$ cat config.mk
export PLATFORM = sky130hd
export DESIGN_NAME = dafx_amplitude_tracker
export DESIGN_NICKNAME = d
export VERILOG_FILES = /design/src/rtl/dafx_amplitude_tracker.sv
export SDC_FILE = /design/constraint.sdc
export NUM_CORES = 1
export LEC_CHECK = 0
export ABC_CLOCK_PERIOD_IN_PS = 6300
export CORE_ASPECT_RATIO = 1.25
export CORE_MARGIN = 1
export CORE_UTILIZATION = 40
export CTS_BUF_LIST = sky130_fd_sc_hd__clkbuf_2 sky130_fd_sc_hd__clkbuf_4 sky130_fd_sc_hd__clkbuf_8
export DETAILED_ROUTE_END_ITERATION = 10
export PLACE_DENSITY = 0.71
export REMOVE_ABC_BUFFERS = 1
export SETUP_SLACK_MARGIN = 0.4
export SYNTH_ARGS = -nofsm -noshare
export SYNTH_HDL_FRONTEND = slang
export SYNTH_SLANG_ARGS = --single-unit
$ cat constraint.sdc
create_clock -name clk -period 6.3 [get_ports clk]
set_input_delay 1.26 -clock clk [delete_from_list [all_inputs] [get_ports clk]]
set_output_delay 1.26 -clock clk [all_outputs]
set_load 0.1 [all_outputs]
$ cat src/rtl/dafx_amplitude_tracker.sv
// Signed ADC amplitude tracker: min/max since last clear, min/max per fixed
// sample window, and a sticky clip interrupt on a programmable magnitude.
module dafx_amplitude_tracker #(
  parameter int AUDIO_WIDTH_P   = 24,
  parameter int WINDOW_LENGTH_P = 48000,
  parameter int WIN_CNT_WIDTH_P = $clog2(WINDOW_LENGTH_P)
) (
  input  logic                     clk,
  input  logic                     rst,
  input  logic                     x_valid,
  output logic                     x_ready,
  input  logic [AUDIO_WIDTH_P-1:0] x_data,
  input  logic                     cmd_clear_amplitude,
  input  logic                     cmd_clear_irq,
  input  logic [AUDIO_WIDTH_P-1:0] cr_clip_threshold,
  output logic [AUDIO_WIDTH_P-1:0] sr_min_amplitude,
  output logic [AUDIO_WIDTH_P-1:0] sr_max_amplitude,
  output logic [AUDIO_WIDTH_P-1:0] sr_win_min_amplitude,
  output logic [AUDIO_WIDTH_P-1:0] sr_win_max_amplitude,
  output logic                     win_done,
  output logic                     irq_clip,
  output logic                     fsm_state
);

  // Handshake: a sample transfers on any cycle where x_valid && x_ready.
  // x_ready is registered, held at 1 out of reset, and never deasserts.

  localparam int W = AUDIO_WIDTH_P;
  localparam logic [WIN_CNT_WIDTH_P-1:0] WIN_LAST = WIN_CNT_WIDTH_P'(WINDOW_LENGTH_P - 1);

  typedef enum logic {ST_EMPTY = 1'b0, ST_TRACK = 1'b1} state_t;

  state_t                     state_q;
  logic [WIN_CNT_WIDTH_P-1:0] win_cnt;
  logic signed [W-1:0]        min_q, max_q;
  logic signed [W-1:0]        win_min, win_max;
  logic signed [W-1:0]        win_min_pub, win_max_pub;

  logic                       accept;
  logic signed [W-1:0]        sample;
  logic                       seed;
  logic                       win_seed;
  logic                       win_last;
  logic [WIN_CNT_WIDTH_P-1:0] win_cnt_base;
  logic signed [W-1:0]        win_min_next, win_max_next;
  logic [W:0]                 mag;
  logic                       clip_hit;

  assign accept = x_valid && x_ready;
  assign sample = x_data;

  // A clear in the same cycle as an accept restarts tracking with that sample.
  assign seed         = cmd_clear_amplitude || (state_q == ST_EMPTY);
  assign win_seed     = cmd_clear_amplitude || (win_cnt == '0);
  assign win_last     = !cmd_clear_amplitude && (win_cnt == WIN_LAST);
  assign win_cnt_base = cmd_clear_amplitude ? '0 : win_cnt;

  assign win_min_next = win_seed ? sample : ((sample < win_min) ? sample : win_min);
  assign win_max_next = win_seed ? sample : ((sample > win_max) ? sample : win_max);

  // One extra bit so the most negative sample has a representable magnitude.
  assign mag      = x_data[W-1] ? ({1'b0, ~x_data} + (W+1)'(1)) : {1'b0, x_data};
  assign clip_hit = accept && (cr_clip_threshold != '0) && (mag >= {1'b0, cr_clip_threshold});

  always_ff @(posedge clk) begin
    if (rst) begin
      x_ready     <= 1'b1;
      state_q     <= ST_EMPTY;
      win_cnt     <= '0;
      min_q       <= '0;
      max_q       <= '0;
      win_min     <= '0;
      win_max     <= '0;
      win_min_pub <= '0;
      win_max_pub <= '0;
      win_done    <= 1'b0;
      irq_clip    <= 1'b0;
    end else begin
      x_ready  <= 1'b1;
      win_done <= 1'b0;

      if (cmd_clear_amplitude) begin
        min_q   <= '0;
        max_q   <= '0;
        state_q <= ST_EMPTY;
        win_cnt <= '0;
      end

      if (accept) begin
        if (seed) begin
          min_q <= sample;
          max_q <= sample;
        end else begin
          if (sample < min_q) min_q <= sample;
          if (sample > max_q) max_q <= sample;
        end
        state_q <= ST_TRACK;

        win_min <= win_min_next;
        win_max <= win_max_next;
        if (win_last) begin
          win_min_pub <= win_min_next;
          win_max_pub <= win_max_next;
          win_done    <= 1'b1;
          win_cnt     <= '0;
        end else begin
          win_cnt <= win_cnt_base + WIN_CNT_WIDTH_P'(1);
        end
      end

      // Set has priority over a coincident clear.
      if (clip_hit) begin
        irq_clip <= 1'b1;
      end else if (cmd_clear_irq) begin
        irq_clip <= 1'b0;
      end
    end
  end

  assign sr_min_amplitude     = min_q;
  assign sr_max_amplitude     = max_q;
  assign sr_win_min_amplitude = win_min_pub;
  assign sr_win_max_amplitude = win_max_pub;
  assign fsm_state            = state_q;

endmodule
==> impl_metrics.ini <==
[run_status]
status = finished, final reports clean

[synth]
synth_seq_area_share_pct = 30.6
synthDominantCellAreaShare_pct = 30.6
mean_instance_size_in_the_synthesized_netlist_um2 = 8.44
synthFlopType = dfxtp_1
post_synth_inst_count = 1262
synth.top_cells.by_count = dfxtp_1, inv_1, ha_1
postSynthRegisterBits = 163
netlist_area_um2 = 10700
synth_cell_type_count = 63
asyncSetResetFlopFracSynth_pct = 0
synthDominantAreaCellType = dfxtp_1
synthMostInstantiatedCell = dfxtp_1
synth_enable_flop_cells = 0
synthTopCellsByArea = dfxtp_1, ha_1, mux2i_1
ys.warnings.count = 0

[timing]
fin_ws_ps = 1150
final-setup-viol-count = 0
tns_ps = 0
final_period_minus_worst_setup_slack_ps = 5150
clock-skew-final_ps = 14.4
worst_margin_pin_slew_ps = 1140
slew_violations = 0
fin_worst_hold_slack_ps = 483
maxSlewHeadroom_pct = 23.1
period_share_pct = 81.8
achievable-frequency_mhz = 194
final-hold-violation-count = 0
grt_setup_unrepaired = no

[clocking]
number_of_buffers_inserted_during_clock_tree_synthesis = 17
clk_latency_ps = 480
tritoncts_clock_tree = done
cts.sinks = 163
clock_path_buffers = 2
postCtsSetupBuffers = 0
ctsRootBufferMaster = clkbuf_8
cts_resized = 0
cts_hold_repair.buffers = 0
cts_htree_levels = 4
clock_transition_at_path_regs_ps = 100

[placement]
globalplace.congestion = 0.930
port-buffer-count = 151
pre_cts_slack_ps = 764
place_hpwl_um = 22800

[floorplanning]
floorplan.initialDensity_pct = 40.8
row_count = 66
floorplan.die_area_um2 = 27300
design.core.area_um2 = 26100
chipWidth_um = 148
die_height_um = 184
ioPinCount = 153

[grt]
antenna_found_initial = 0
grt_start_max_net_pins = 99
global_route_wire_length_before_repair_um = 48600
number_of_global_route_vias_before_repair = 9283
global_route.usage.total_pct = 22.9
grt-ovfl-total = 0

[setup_path]
cp_cell_sequence = clkdlybuf4s50_1, buf_4, nor3_1, nand4_1, or4_1, nand2b_1, o41ai_1, xnor2_1, ha_1, and4_1, nand4_1, a2111oi_0, a211oi_1, o31ai_1
end_kind = flip-flop
number_of_logic_stages_on_the_critical_path_including_buffering = 14
max_stage_delay_cell_worst_path = nor3_1
criticalPathCategory = in -> reg
timing.critical_path.buf_inv = 2
cp_common_cell = nand4_1
setup.worst_path.start_class = primary input
cp_top_family = simple AND/OR/NAND/NOR gates
crit_path_max_fanout = 12
critical_path.max_stage_delay_ps = 810
crit_arrival_ps = 5550
rr_worst_depth = 9
timing.critical_path.required_ps = 6700

[route]
vias_per_cell = 5.53
postRouteAntennaNets = 0
drt_pass1_iterations = 5
wl_um = 30600
drtIter0Drc = 593
drc_viols = 0
routed_wire_length_per_instance_um = 17.6
via_count = 9583

[power]
cellLeakagePower_nw = 5.12
peak_supply_drop_mv = 0.124
p_per_area_nw_per_um2 = 205

[job]
cap_violations = 0

[final_layout]
layout-drive-gt1-share_pct = 5.81
flow.area_growth_from_synthesis_pct = 20.7
antenna-diode-count = 0
layout.nets = 1554

[hold_path]
worst_hold_path.num_cells = 2
hold_path_class = reg -> reg
==> metal layers <==
layer | up-vias | track usage (%) | wire length, um
met1 | 4539 | 27.7 | 13200
met3 | 59 | 3.91 | 1590
li1 | 4719 | - | -
met4 | 0 | 10.0 | 941
met2 | 266 | 39.5 | 14800
met5 | - | 0 | 0
==> power by group <==
part           switching (mW)  internal (mW)
Sequential             0.0355           1.07
Combinational           0.482          0.263
Clock                   0.430          0.355
Total                   0.947           1.69
==> logic make-up (layout without fill, tap and decap cells) <==
group	count (synthesis)	after routing	synth area share (%)
AND/OR/NAND/NOR	384	384	18.4
AO/OA/AOI/OAI	245	245	16.2
buffers and inverters	212	344	8.13
flip-flops	163	163	30.6
adder cells (fa/ha/maj)	120	120	14.1
multiplexers	104	104	9.77
XOR/XNOR	33	33	2.71
other	1	1	0.0352
==> path summary, 6_finish.rpt <==
check / start / end / slack [ps]
max reg2reg: sr_max_amplitude[19]$_SDFF_PP0_ / sr_max_amplitude[9]$_SDFF_PP0_ / 2820
min: sr_min_amplitude[18]$_SDFF_PP0_ / sr_min_amplitude[18]$_SDFF_PP0_ / 480
max: x_data[6] / irq_clip$_SDFFE_PP0P_ / 1150
min reg2reg: sr_min_amplitude[18]$_SDFF_PP0_ / sr_min_amplitude[18]$_SDFF_PP0_ / 480
==> layout by cell type, fill, tap and decap left out, types with 4 or more instances in the layout <==
master           netlist  final
o211ai_1               5      5
a32o_1                 6      6
xor2_1                 6      6
clkdlybuf4s50_1        0    149
nor4_1                16     14
a211oi_1              52     52
nor2_1               105    104
nor3_1                25     25
nand4_1               22     22
o21a_1                 5      5
o21ai_0               27     27
clkinv_2               0      4
nand3_1               53     53
o31ai_1               36     36
a21o_1                13     13
nand4b_1               5      5
a21oi_1               61     61
buf_4                  7     35
clkinv_4               0      5
inv_1                126    126
and2_1                 5      5
a2111o_1               6      6
nand2b_1              43     43
xnor2_1               27     27
nand2_1               58     58
clkbuf_8               0     17
ha_1                 120    120
or3_1                  7      7
or4_1                 11     11
dfxtp_1              163    163
nor2b_1               15     15
a31oi_1                4      4
and4_1                 8      8
mux2i_1              104    104
==> sequential cells by signal (all words and copies together), names as in the netlist <==
register	cells
win_max	24
win_cnt	16
sr_min_amplitude	24
fsm_state	1
sr_win_min_amplitude	24
win_done	1
sr_max_amplitude	24
win_min	24
irq_clip	1
sr_win_max_amplitude	24
==> final cells by class <==
type / instances / area [um^2]
fill: 2560 / 13200
multi-input combinational: 887 / 6540
sequential: 163 / 3260
timing repair buffer: 185 / 1760
inverter: 127 / 477
tap: 340 / 425
clock buffer: 17 / 234
clock inverter: 15 / 158
==> worst min-delay path: cells and delay by family, from the launching register on <==
kind             cells  cell delay, ps
multiplexers         1              50
flip-flops           1             330
AND/OR/NAND/NOR      1              60
==> per-stage QoR <==
stage	std cells	power (mW)	cell area, um^2	utilization (%)
2_1_floorplan	1177	1.61	10300	-
3_3_place_gp	1702	1.86	12500	47.8
3_5_place_dp	1702	1.87	12500	47.8
4_1_cts	1734	2.65	12900	49.3
5_1_grt	1734	2.78	12900	49.3
6_report	1734	2.64	12900	49.3
No activity file was read; power rests on OpenSTA's default activity.
